**src/rtl/alu_sequencer.sv**
```systemverilog
// Multi-cycle control sequencer for the 8-bit ALU: operand fetch, execute, flag save, writeback.
// Latency 5+ cycles per opcode (plus memory waits); i_Enable low stalls everything, new opcodes taken only in IDLE.
module alu_sequencer #(
    parameter int MEM_INDEX = 6,
    parameter int A_INDEX   = 7
) (
    input  logic       i_Clk,
    input  logic       i_Rst,
    input  logic       i_Enable,
    input  logic       i_Op_Valid,
    input  logic       i_CB,
    input  logic [7:0] i_Op,
    output logic       o_Op_Ready,
    output logic       o_Done,
    output logic       o_Illegal,
    output logic [2:0] o_Reg_Sel,
    output logic       o_Reg_Read,
    output logic       o_Reg_Write,
    input  logic [7:0] i_Reg_Data,
    output logic       o_Mem_Req,
    output logic       o_Mem_Wr,
    output logic       o_Mem_Addr_Sel,
    output logic       o_PC_Inc,
    input  logic       i_Mem_Ack,
    input  logic [7:0] i_Mem_Data,
    output logic [1:0] o_ALU_Read,
    output logic [1:0] o_ALU_Write,
    output logic [5:0] o_Function_Control,
    output logic [7:0] o_Opcode,
    output logic [7:0] o_Parameter,
    output logic       o_Save_Flags,
    input  logic [7:0] i_ALU_Reg_Data,
    input  logic [7:0] i_ALU_Result,
    output logic [7:0] o_Wr_Data
);

    localparam logic [2:0] MEM_IDX = 3'(MEM_INDEX);
    localparam logic [2:0] A_IDX   = 3'(A_INDEX);

    typedef enum logic [2:0] {
        S_IDLE,
        S_OPERAND,
        S_MEM_RD,
        S_EXEC,
        S_WRITEBACK,
        S_MEM_WR,
        S_DONE,
        S_ILLEGAL
    } state_t;

    typedef struct packed {
        logic       imm;
        logic [2:0] src;
        logic [2:0] dst;
        logic       wb;
        logic       save;
        logic [5:0] fc;
    } dec_t;

    // Returns legality; the decoded control word is latched on accept so the opcode is decoded once.
    function automatic logic decode(input logic cb, input logic [7:0] op, output dec_t d);
        logic legal;
        d     = '0;
        legal = 1'b1;
        if (cb) begin
            d.fc   = 6'b001000;
            d.src  = op[2:0];
            d.dst  = op[2:0];
            d.wb   = (op[7:6] != 2'b01);
            d.save = ~op[7];
        end else if (op[7:6] == 2'b10 || (op[7:6] == 2'b11 && op[2:0] == 3'b110)) begin
            d.fc   = 6'b000001;
            d.imm  = op[6];
            d.src  = op[2:0];
            d.dst  = A_IDX;
            d.wb   = (op[5:3] != 3'd7);
            d.save = 1'b1;
        end else if (op[7:6] == 2'b00 && op[2:1] == 2'b10) begin
            d.fc   = {3'b000, op[0], 1'b1, 1'b0};
            d.src  = op[5:3];
            d.dst  = op[5:3];
            d.wb   = 1'b1;
            d.save = 1'b1;
        end else if (op[7:5] == 3'b000 && op[2:0] == 3'b111) begin
            d.fc   = 6'b011000;
            d.src  = A_IDX;
            d.dst  = A_IDX;
            d.wb   = 1'b1;
            d.save = 1'b1;
        end else if (op[7:5] == 3'b001 && op[2:0] == 3'b111) begin
            // 0x27/0x2F rewrite A, 0x37/0x3F only touch flags
            d.fc   = 6'b100000;
            d.src  = A_IDX;
            d.dst  = A_IDX;
            d.wb   = ~op[4];
            d.save = 1'b1;
        end else begin
            legal = 1'b0;
        end
        return legal;
    endfunction

    state_t     state_q, state_d;
    dec_t       dec_q, dec_d, dec_in;
    logic       legal_in;
    logic [7:0] opcode_q, opcode_d;
    logic [7:0] param_q, param_d;
    logic [7:0] result_q, result_d;

    assign o_Op_Ready  = i_Rst | (state_q == S_IDLE);
    assign o_Opcode    = opcode_q;
    assign o_Parameter = param_q;
    assign o_Wr_Data   = result_q;

    always_comb begin
        state_d            = state_q;
        dec_d              = dec_q;
        opcode_d           = opcode_q;
        param_d            = param_q;
        result_d           = result_q;
        o_Done             = 1'b0;
        o_Illegal          = 1'b0;
        o_Reg_Sel          = 3'd0;
        o_Reg_Read         = 1'b0;
        o_Reg_Write        = 1'b0;
        o_Mem_Req          = 1'b0;
        o_Mem_Wr           = 1'b0;
        o_Mem_Addr_Sel     = 1'b0;
        o_PC_Inc           = 1'b0;
        o_ALU_Read         = 2'b00;
        o_ALU_Write        = 2'b00;
        o_Function_Control = 6'd0;
        o_Save_Flags       = 1'b0;
        legal_in           = decode(i_CB, i_Op, dec_in);

        // Reset kills every strobe in the same cycle, including an outstanding memory request.
        if (i_Enable && !i_Rst) begin
            case (state_q)
                S_IDLE: begin
                    if (i_Op_Valid) begin
                        opcode_d = i_Op;
                        dec_d    = dec_in;
                        if (!legal_in) begin
                            state_d = S_ILLEGAL;
                        end else if (dec_in.imm || dec_in.src == MEM_IDX) begin
                            state_d = S_MEM_RD;
                        end else begin
                            state_d = S_OPERAND;
                        end
                    end
                end
                S_OPERAND: begin
                    if (dec_q.src == A_IDX) begin
                        o_ALU_Read = 2'b01;
                        param_d    = i_ALU_Reg_Data;
                    end else begin
                        o_Reg_Read = 1'b1;
                        o_Reg_Sel  = dec_q.src;
                        param_d    = i_Reg_Data;
                    end
                    state_d = S_EXEC;
                end
                S_MEM_RD: begin
                    o_Mem_Req      = 1'b1;
                    o_Mem_Addr_Sel = dec_q.imm;
                    if (i_Mem_Ack) begin
                        param_d = i_Mem_Data;
                        state_d = S_EXEC;
                    end
                end
                S_EXEC: begin
                    o_Function_Control = dec_q.fc;
                    o_Save_Flags       = dec_q.save;
                    o_PC_Inc           = dec_q.imm;
                    result_d           = i_ALU_Result;
                    state_d            = (dec_q.wb && dec_q.dst == MEM_IDX) ? S_MEM_WR : S_WRITEBACK;
                end
                S_WRITEBACK: begin
                    if (dec_q.wb) begin
                        if (dec_q.dst == A_IDX) begin
                            o_ALU_Write = 2'b01;
                        end else begin
                            o_Reg_Write = 1'b1;
                            o_Reg_Sel   = dec_q.dst;
                        end
                    end
                    state_d = S_DONE;
                end
                S_MEM_WR: begin
                    o_Mem_Req = 1'b1;
                    o_Mem_Wr  = 1'b1;
                    if (i_Mem_Ack) begin
                        state_d = S_DONE;
                    end
                end
                S_DONE: begin
                    o_Done  = 1'b1;
                    state_d = S_IDLE;
                end
                S_ILLEGAL: begin
                    o_Illegal = 1'b1;
                    state_d   = S_IDLE;
                end
                default: state_d = S_IDLE;
            endcase
        end
    end

    always_ff @(posedge i_Clk) begin
        if (i_Rst) begin
            state_q  <= S_IDLE;
            dec_q    <= '0;
            opcode_q <= 8'd0;
            param_q  <= 8'd0;
            result_q <= 8'd0;
        end else begin
            state_q  <= state_d;
            dec_q    <= dec_d;
            opcode_q <= opcode_d;
            param_q  <= param_d;
            result_q <= result_d;
        end
    end

endmodule

```
**config.mk**
```make
export PLATFORM = sky130hd
export DESIGN_NAME = alu_sequencer
export DESIGN_NICKNAME = d
export VERILOG_FILES = /design/src/rtl/alu_sequencer.sv
export SDC_FILE = /design/constraint.sdc
export NUM_CORES = 1
export LEC_CHECK = 0
export CORE_ASPECT_RATIO = 0.7
export CORE_MARGIN = 4
export CORE_UTILIZATION = 40
export DETAILED_ROUTE_END_ITERATION = 7
export DONT_BUFFER_PORTS = 1
export PLACE_DENSITY = 0.66
export SLEW_MARGIN = 20
export SYNTH_ARGS = -nofsm -noshare
export SYNTH_HDL_FRONTEND = slang
export SYNTH_SLANG_ARGS = --single-unit
export TNS_END_PERCENT = 50
```
**constraint.sdc**
```tcl
create_clock -name i_Clk -period 1.6 [get_ports i_Clk]
set_input_delay 0.16 -clock i_Clk [delete_from_list [all_inputs] [get_ports i_Clk]]
set_output_delay 0.16 -clock i_Clk [all_outputs]
set_load 0.03 [all_outputs]
```
## Word-level counts from Yosys, hierarchy flattened

Cells that the tools add are included.

| cells by class | value |
|---|---|
| mux-type cells | 57 |
| shifts and indexed selects | 0 |
| order comparisons | 0 |
| add/subtract/negate cells | 0 |
| divide/modulo/power cells | 0 |
| bitwise gates (word level) | 3 |
| eq/ne operators | 22 |
| reductions and logical operators | 19 |
| multipliers | 0 |

Operators by type and width:

| operator | count |
|---|---|
| $mux W14 | 5 |
| $mux W1 | 36 |
| $eq A3 B3 Y1 const B | 10 |
| $mux W3 | 8 |
| $pmux W3 S7 | 1 |
| $mux W8 | 2 |
| $pmux W8 S2 | 1 |
| $mux W6 | 2 |
| $eq A2 B2 Y1 const B | 3 |
| $eq A3 B1 Y1 const B | 2 |
| $eq A3 B2 Y1 const B | 2 |
| $logic_and A1 B1 Y1 | 6 |
| $logic_not A3 Y1 | 2 |
| $ne A2 B2 Y1 const B | 3 |
| $pmux W3 S2 | 1 |
| $reduce_and A3 Y1 | 2 |
| $reduce_and A4 Y1 | 1 |
| $reduce_or A2 Y1 | 2 |
| $ne A3 B3 Y1 const B | 1 |
| $logic_not A2 Y1 | 1 |
| $logic_or A1 B1 Y1 | 2 |
| $mux W2 | 1 |
| $ne A2 B1 Y1 const B | 1 |
| $not A1 Y1 | 2 |
| other kinds (4) | 4 |

| word-level totals | value |
|---|---|
| logic and storage cells | 111 |
| RAM bits | 0 |
| bits of input ports | 46 |
| output and inout port bits | 47 |
| register bits after elaboration | 42 |
| bits in latches | 0 |
| ROM bits | 0 |
| memories | 0 |

## Logic depth before layout (Yosys ltp)

| logic depth | value |
|---|---|
| depth after elaboration | 13 |
| gate-level depth with buffers | 6 |
| gate-level depth less buffers | 4 |

## Worst setup path after synthesis

No wires, ideal clock.

| timing | value |
|---|---|
| kind | reg2out |
| start point | register state_q[0] |
| end point | output o_ALU_Write[0] |
| data required time | 1.440 ns |
| stages on the path, launching flop included | 5 |
| slack | -0.301 ns |
| buffers on the path | 1 |
| data arrival time | 1.741 ns |
| cell sequence | dfxtp_1 buf_2 or2_2 nor3_1 nor3b_1 |

| on the way | value |
|---|---|
| word-level cells in the longest chain between the ends | 3 |

RTL lines:

| what | RTL line | text |
|---|---|---|
| start, declared | 103 | `state_t state_q, state_d;` |
| start signal, assigned | 217 | `state_q <= state_d;` |
| $eq A3 B3 Y1 | 138 | `case (state_q)` |
| $mux W1 | 138 |  |
| $mux W1 | 137 | `if (i_Enable && !i_Rst) begin` |
| end, declared | 27 | `output logic [1:0] o_ALU_Write,` |

No other way between the ends.

## Final worst setup path

| timing | value |
|---|---|
| start point | register state_q[2] |
| end point | output o_PC_Inc |

| on the way | value |
|---|---|
| word-level cells in the longest chain between the ends | 3 |

RTL lines:

| what | RTL line | text |
|---|---|---|
| $eq A3 B2 Y1 | 138 |  |
| $mux W1 | 138 |  |
| $mux W1 | 137 |  |
| end, declared | 23 | `output logic o_PC_Inc,` |

No other way between the ends.

==> run summary <==
Pre-antenna DRT Iters: 4
# IOs: 93
drt total wl: 6740 µm
initial antenna violation count: 0
Main synth FF type: dfxtp_1
worst path bufs/invs: 2
Die Width: 98.6 µm
share of layout cells above drive strength 1: 0.278
CP max FO: 5
Yosys top cell area share: 0.366
CTS tree: done
clk sinks: 42
CP most frequent cell: buf_6
RSZ-0062 raised after global routing: true
cells after synthesis: 298
leading area contributor after synthesis: dfxtp_1
number of global-route vias before repair: 2148
total core area: 5400 µm²
Fin Setup TNS: -1510 ps
Clock Path Buffers: 2
CP endpoint kind: primary output
Top delay family on crit path: simple AND/OR/NAND/NOR gates
number of buffers created by CTS: 5
DR vias/cell: 5.51
worst endpoint required time: 1440 ps
Filler Cell Count: 464
H-tree lvl count: 2
worst slack, placed: 4.49 ps
Hold Vio Cnt, Final: 0
outcome: finished, violations left
post-layout min period: 1750 ps
FF/Latch Area: 852 µm²
# diodes: 0
Root Buffer: clkbuf_8
max_cap viols: 0
Routed WL per cell: 16.2 µm
via count: 2299
Initial Util: 0.426
sequential-to-total area share from yosys stat: 0.366
Synth Cell Area: 2300 µm²
Ys Warns: 0
setup slack after layout: -149 ps
Slowest-stage cell, CP: or3b_4
Worst Skew: 3.55 ps
crit-path max cell delay: 420 ps
post-synth cell types: 47
total power: 2.19 mW
Post-synth EDFFs: 0
Seq cells post-synth: 42
grt ovf: 0
Finished Cell Area: 3150 µm²
Max VDD drop: 266 µV
Die Ht: 71.4 µm
Final Setup Violations: 17
initial DRC count: 217
top cells by area, synth: dfxtp_1 (37%), nand2_1 (10%), a21oi_1 (6.1%)
first-pass GRT wire length: 10800 µm
leak pwr: 1.20 nW
syn_area_per_cell: 7.71 µm²
largest net degree at the start of global routing: 24
FFs w/ async S/R, synth: 0
failing checks: setup timing
type of origin of the critical path: flop
I/O Buffers: 0
worst-path cell chain: or3b_4 -> nor2_4 -> buf_6 -> and2_4 -> buf_6
Area growth, synth to finish: 36.9%
Slew Viols, Final: 0
Final ANT Viol Nets: 0
Max-Slew Margin vs Limit: 0.406
PD cells: 697 nW/µm²
clk slew on worst S/H paths: 70 ps
Total GRT Usage: 0.184
Rows: 22
worst skew pair latency: 290 ps
Placer Congestion: 0.850
Final Cycle Share: 1.09
crit path kind: reg2out
fmax: 572 MHz
post-layout net count: 391
Area after DPL: 2630 µm²
HPWL after detailed placement: 4550 µm
worst hold path type: in2reg
area occupied by multi-input gates: 1450 µm²
DRC Markers: 0
Least-Margin Pin Slew: 887 ps
DIE AREA: 7040 µm²
Critical Path AT: 1590 ps
[report_power, final]
part | internal, mW | total [mW] | switching (mW) | leakage, nW
sequential | 1.08 | 1.15 | 0.0713 | 0.342
clock | 0.301 | 0.642 | 0.341 | 0.0383
combinational | 0.194 | 0.398 | 0.205 | 0.823
[timing repair]
action	CTS	global route
hold endpoints to repair	31	0
endpoints found under the setup margin	20	36
pin swaps	14	7
buffers inserted	9	4
hold buffers	16	0
gates cloned	0	1
resized for setup	35	19
[per-layer routing]
layer	track usage	up-vias	wire, µm
met1	0.256	1052	3070
met2	0.293	102	3040
met3	0.0438	7	584
met4	0.0364	0	51
li1	-	1138	-
met5	0	-	0
[cells by family after synthesis]
| kind of cell | after synthesis | share of synthesized area |
|---|---|---|
| flops | 42 | 0.366 |
| other cells | 1 | 0.00163 |
| compound gates | 71 | 0.202 |
| mux | 9 | 0.0392 |
| simple gates | 145 | 0.326 |
| xor+xnor | 1 | 0.00381 |
| buf+inv | 29 | 0.0621 |
[path summary, 6_finish.rpt]
path | from | end | slack, ps | cells after the start
setup / recovery | state_q[2] | o_PC_Inc | -150 | 5
hold / removal | i_Op[7] | o_Opcode[7] | 10 | 2
setup reg to reg | state_q[1] | dec_q[9] | 0 | 6
hold reg to reg | dec_q[2] | dec_q[2] | 460 | 2
[synth_stat cells (3+ instances only)]
master    number
o21ai_0       13
mux2i_1        9
nor2b_1        3
nand3_1        7
nand2b_1       6
a32o_1        10
o221ai_1       4
a31oi_1        5
a21oi_1       28
buf_2          9
dfxtp_1       42
nor3_1         8
and2_1        12
a32oi_1        3
clkbuf_1       8
nor3b_1        3
nand2_1       64
buf_4          4
nor2_1        13
or2_2          9
inv_1          6
[state kept, by name, indices dropped and copies added (netlist names)]
name / cells
o_Parameter: 8
o_Wr_Data: 8
state_q: 3
dec_q: 15
o_Opcode: 8
[layout by cell type, fill, tap and decap left out, drive strengths merged, types with 3 or more instances in the layout]
cell	synthesis	layout
nand2b	6	6
or3b	3	3
or2	9	9
mux2i	9	9
inv	6	6
a31oi	5	5
a32o	10	10
o21ai	13	13
dlygate4sd3	0	16
nor3b	3	3
a21oi	28	28
and2	12	12
o221ai	4	4
nor3	9	9
nor2b	3	3
nor2	15	15
dfxtp	42	42
nand2	64	64
a32oi	3	3
clkbuf	8	7
nand3	8	8
buf	15	46
[final cells by class]
cell class	count	area share
Inverter	6	0.00796
Clock buffer	7	0.0243
Tap cell	72	0.0286
Timing Repair Buffer	62	0.208
Multi-Input combinational cell	228	0.461
Sequential cell	42	0.271
[metrics by stage]
step | cells | hold slack, ps | utilization
final | 417 | 12.7 | 0.583
after global routing | 417 | 23.8 | 0.583
after detailed placement | 380 | 237 | 0.487
after global placement | 380 | 235 | 0.487
after CTS | 412 | 8.65 | 0.563
after floorplan | 299 | 269 | -
Note: power is estimated with default switching activity, not from simulation.
==> RTL change 1, RTL diff (same flow settings) <==
Encoding of `state_t`: now Gray code (3 bits for 8 states).
--- a/src/rtl/alu_sequencer.sv
+++ b/src/rtl/alu_sequencer.sv
@@ -38,14 +38,14 @@
     localparam logic [2:0] A_IDX   = 3'(A_INDEX);
 
     typedef enum logic [2:0] {
-        S_IDLE,
-        S_OPERAND,
-        S_MEM_RD,
-        S_EXEC,
-        S_WRITEBACK,
-        S_MEM_WR,
-        S_DONE,
-        S_ILLEGAL
+        S_IDLE      = 3'b000,
+        S_OPERAND   = 3'b001,
+        S_MEM_RD    = 3'b011,
+        S_EXEC      = 3'b010,
+        S_WRITEBACK = 3'b110,
+        S_MEM_WR    = 3'b111,
+        S_DONE      = 3'b101,
+        S_ILLEGAL   = 3'b100
     } state_t;
 
     typedef struct packed {
Function: no difference found for any inputs over 4 cycles, from zero or initial values and one cycle with i_Rst high; so few cycles prove little.
==> RTL change 1 against the unedited design <==
- the flow still finishes with violations (setup timing)
- hold slack worse by 0.0027 ns
- critical path depth stayed put
- cell count is 0.96% higher
- clock power is 35% higher
- design area is 1.9% lower
- synthesized area is 0.87% higher
- sequential cell count stayed put
- wire length is 1.7% higher
- sequential share of layout area is 0.37 points higher
- via count is 1.7% higher
- worst setup slack worse by 0.019 ns
- synthesized cell count is 2.7% higher
- total power is 9.1% higher
- largest cell class unchanged
==> RTL change 1: results (changes against the unedited design) <==
stage,metric,value,unit,change
worst_setup_path,"Slowest-stage cell, CP",dfxtp_4,,
worst_setup_path,critical path data arrival time,1.61,ns,+0.02 ns
grt,GRT Overall Usage,19.40,%,+1.0 points
grt,met2 Usage GRT,29.61,%,+0.32 points
synthesis,synth top area cells,"dfxtp_1 (36%), nand2_1 (11%), a21oi_1 (5.4%)",,
final_layout,Fillers,479,,+3.2%
place,placed cell areas,0.002624,sq mm,about the same
grt,largest net degree at the start of global routing,26,,+8.3%
worst_setup_path,Critical path destination,o_Function_Control[5],,
final_layout,register area,847.1,sq um,-0.59%
sta,worst hold slack,0.01000,ns,-0.002685 ns
min_path,hold endpoint,dec_q[2],,
outcome,outcome,finished with violations,,
clock_tree,H-tree levels,2,,unchanged
sta,Max Clock Skew,0.006094,ns,+0.002541 ns
place,cell count after placement,389,,+2.4%
routing,WL met2,3163,um,+4.1%
routing,DR pass1 iterations,5,,+1
routing,M1 WL,3032,um,-1.1%
place,Setup WS pre-CTS,-0.08368,ns,-0.08818 ns
routing,routed length per instance,16.29,um,+0.72%
synthesis,most frequent cells after synthesis,"nand2_1 (65), dfxtp_1 (42), a21oi_1 (25)",,
synthesis,ys async rst share,0,%,unchanged
routing,Post-Route WL,6856,um,+1.7%
clock_tree,Post-CTS Setup Bufs,4,,-5
routing,1st-iter DRT viols,148,,-32%
sta,Final WS setup,-0.1674,ns,-0.01873 ns
final_layout,Nets,395,,+1.0%
worst_setup_path,Slowest Stage Delay on Critical Path,0.38,ns,-0.04 ns
sta,Final TNS setup,-1.821,ns,-0.3116 ns
pwr,leak pwr,1.139,nW,-5.3%
synthesis,Synth Area per Inst,7.577,sq um,-1.8%
sta,final setup vio count,15,,-2
grt,routing usage on met3,4.767,%,+0.39 points
grt,vias in the first global route,2277,,+6.0%
worst_setup_path,FF-to-FF path depth,5,,-1
synthesis,post-synthesis cell type count,50,,+6.4%
outcome,failing checks,setup timing,,
grt,met1 usage,26.11,%,+0.55 points
pwr,Max VDD drop,0.3227,mV,+21%
sta,worst relative slew slack,60.91,%,+20 points
routing,Detail Route met3 WL,488,um,-16%
place,HPWL after DPL,4710,um,+3.5%
clock_tree,Post-CTS Hold Fix Bufs,17,,+1
worst_setup_path,R2R setup slack,-0.02,ns,-0.02 ns
synthesis,register area share after synthesis,36.27,%,-0.32 points
worst_setup_path,worst-path maximum fanout,10,,+5
## RTL change 1: changes by cell type in the layout (fill, tap and decap cells not counted), sizes merged, moves of 5 or more
cell,unedited run,this run
or2,9,2
a22o,0,8
o21a,0,8
o21ai,13,21
buf,46,41
a32o,10,0
## RTL change 1: report_power, final
group,internal [mW],switching [mW]
sequential,1.09,0.0797
clock,0.499,0.370
combinational,0.170,0.184
## RTL change 1: final cells by class
| class | instances | area share (%) |
|---|---|---|
| Tap cell | 72 | 2.920 |
| Clock buffer | 6 | 2.676 |
| Multi-Input combinational cell | 235 | 46.35 |
| Inverter | 6 | 0.7299 |
| Sequential cell | 42 | 27.45 |
| Timing Repair Buffer | 59 | 18.90 |
| Clock inverter | 1 | 0.9732 |
## RTL change 1: kinds of logic after synthesis
group	Yosys count	synth area share [%]
buffers and inverters	30	5.882
other	1	0.1617
DFF	42	36.27
AOI/OAI and AO/OA	81	22.23
muxes	10	4.317
and+or+nand+nor	142	31.14
==> RTL change 2, RTL diff (config.mk and constraints unchanged) <==
Without the edit above. Change the parameter `MEM_INDEX` from 6 to 3.
--- a/src/rtl/alu_sequencer.sv
+++ b/src/rtl/alu_sequencer.sv
@@ -1,7 +1,7 @@
 // Multi-cycle control sequencer for the 8-bit ALU: operand fetch, execute, flag save, writeback.
 // Latency 5+ cycles per opcode (plus memory waits); i_Enable low stalls everything, new opcodes taken only in IDLE.
 module alu_sequencer #(
-    parameter int MEM_INDEX = 6,
+    parameter int MEM_INDEX = 3,
     parameter int A_INDEX   = 7
 ) (
     input  logic       i_Clk,
Formal check against the unedited RTL: not equivalent (Yosys sat finds a counterexample within 4 cycles, from zero or initial values and one cycle with i_Rst high).
==> RTL change 2 against the unedited design <==
- the run still ends with setup timing left
- worst setup slack better by 0.026 ns
- clock power rose by 6.4%
- design area down 0.76%
- synthesized area increased by 1.0%
- wire length is 4.4% higher
- via count grew 3.0%
- critical path depth did not move
- clock skew is 0.0022 ns higher
- count of clock-buffer cells in the layout down 1
- cell count grew 3.4%
- sequential cell count is the same
- synthesized cell count rose by 4.4%
- total power up 2.6%
- largest power group unchanged
==> RTL change 2: results (changes against the unedited design) <==
stage,metric,value,unit,change
synthesis,synth top area cells,"dfxtp_1 (36%), nand2_1 (11%), a21oi_1 (6.3%)",,
place,placed cell areas,0.002546,sq mm,-3.0%
synthesis,Post-Synth XOR/XNOR Area,0.3772,%,-0.0039 points
routing,routed vias/inst,5.492,,-0.39%
final_layout,layout cell share with drive strength beyond 1,26.46,%,-1.4 points
worst_setup_path,worst-path maximum fanout,3,,-2
routing,1st-iter DRT viols,125,,-42%
worst_setup_path,CP startpoint,state_q[0],,
final_layout,Fillers,491,,+5.8%
sta,Final WS setup,-0.1225,ns,+0.02616 ns
grt,largest net degree at the start of global routing,33,,+38%
sta,Final TNS setup,-0.9088,ns,+0.6006 ns
routing,WL met2,3187,um,+4.9%
final_layout,inverters,5,,-1
final_layout,clkbuf count,6,,-1
worst_setup_path,R2R Path End,dec_q[5],,
min_path,worst hold start,i_Op[0],,
routing,Detail Route met3 WL,587,um,+0.51%
routing,Post-Route WL,7040,um,+4.4%
clock_tree,post-CTS resize count,34,,-2.9%
worst_setup_path,critical path data arrival time,1.56,ns,-0.03 ns
clock_tree,Post-CTS Setup Bufs,10,,+1
pwr,leak pwr,1.173,nW,-2.5%
synthesis,register area share after synthesis,36.21,%,-0.37 points
synthesis,Mapped Cells,311,,+4.4%
worst_setup_path,R2R setup slack,-0.03,ns,-0.03 ns
worst_setup_path,Critical path destination,o_Reg_Sel[0],,
final_layout,comb_multi_in,241,,+5.7%
synthesis,compound-cell area share of the yosys netlist,22.79,%,+2.6 points
synthesis,post-synthesis cell type count,54,,+15%
sta,final setup vio count,14,,-3
place,cell count after placement,392,,+3.2%
final_layout,multi-input combinational area share,47.58,%,+1.5 points
place,HPWL after DPL,4630,um,+1.7%
routing,routed length per instance,16.33,um,+1.0%
grt,GRT Overall Usage,18.44,%,+0.070 points
grt,global-route wire length before repair,10700,um,-1.0%
worst_setup_path,FF-to-FF path depth,7,,+1
outcome,outcome,finished with violations,,
final_layout,buffer share of cell area,19.00,%,-1.8 points
sta,worst hold slack,0.01385,ns,+0.001158 ns
outcome,failing checks,setup timing,,
place,Setup WS pre-CTS,-0.05883,ns,-0.06332 ns
final_layout,clock network area share,2.766,%,+0.34 points
place,placer congestion estimate,0.8641,,+1.7%
final_layout,Seq area share,27.17,%,+0.086 points
==> RTL change 2: changes by cell type in the layout (fill, tap and decap cells not counted), moves of 5 or more <==
cell / unedited run / this run
a32o_1: 10 / 0
or2_2: 8 / 0
o211ai_1: 0 / 5
a211o_1: 0 / 8
a21oi_2: 0 / 6
and2_4: 9 / 4
buf_12: 7 / 2
nor2_1: 9 / 25
==> RTL change 2: power breakdown <==
part           leakage (nW)  switching [mW]  total (mW)  internal, mW
Combinational         0.786           0.232       0.436         0.205
Sequential            0.342          0.0529        1.13          1.08
Clock                0.0452           0.375       0.683         0.308
==> RTL change 2: per-layer routing <==
layer	track usage, %	vias up
met5	0	-
met4	4.545	0
met3	7.198	12
met2	27.01	77
met1	25.38	1097
li1	-	1181
==> RTL change 2: worst max-delay path: stages, from the launching register on <==
cell and delay [ns]:
dfxtp_2 0.34, buf_4 0.15, xnor2_2 0.13, or3_4 0.35, nor2_2 0.13, buf_4 0.17
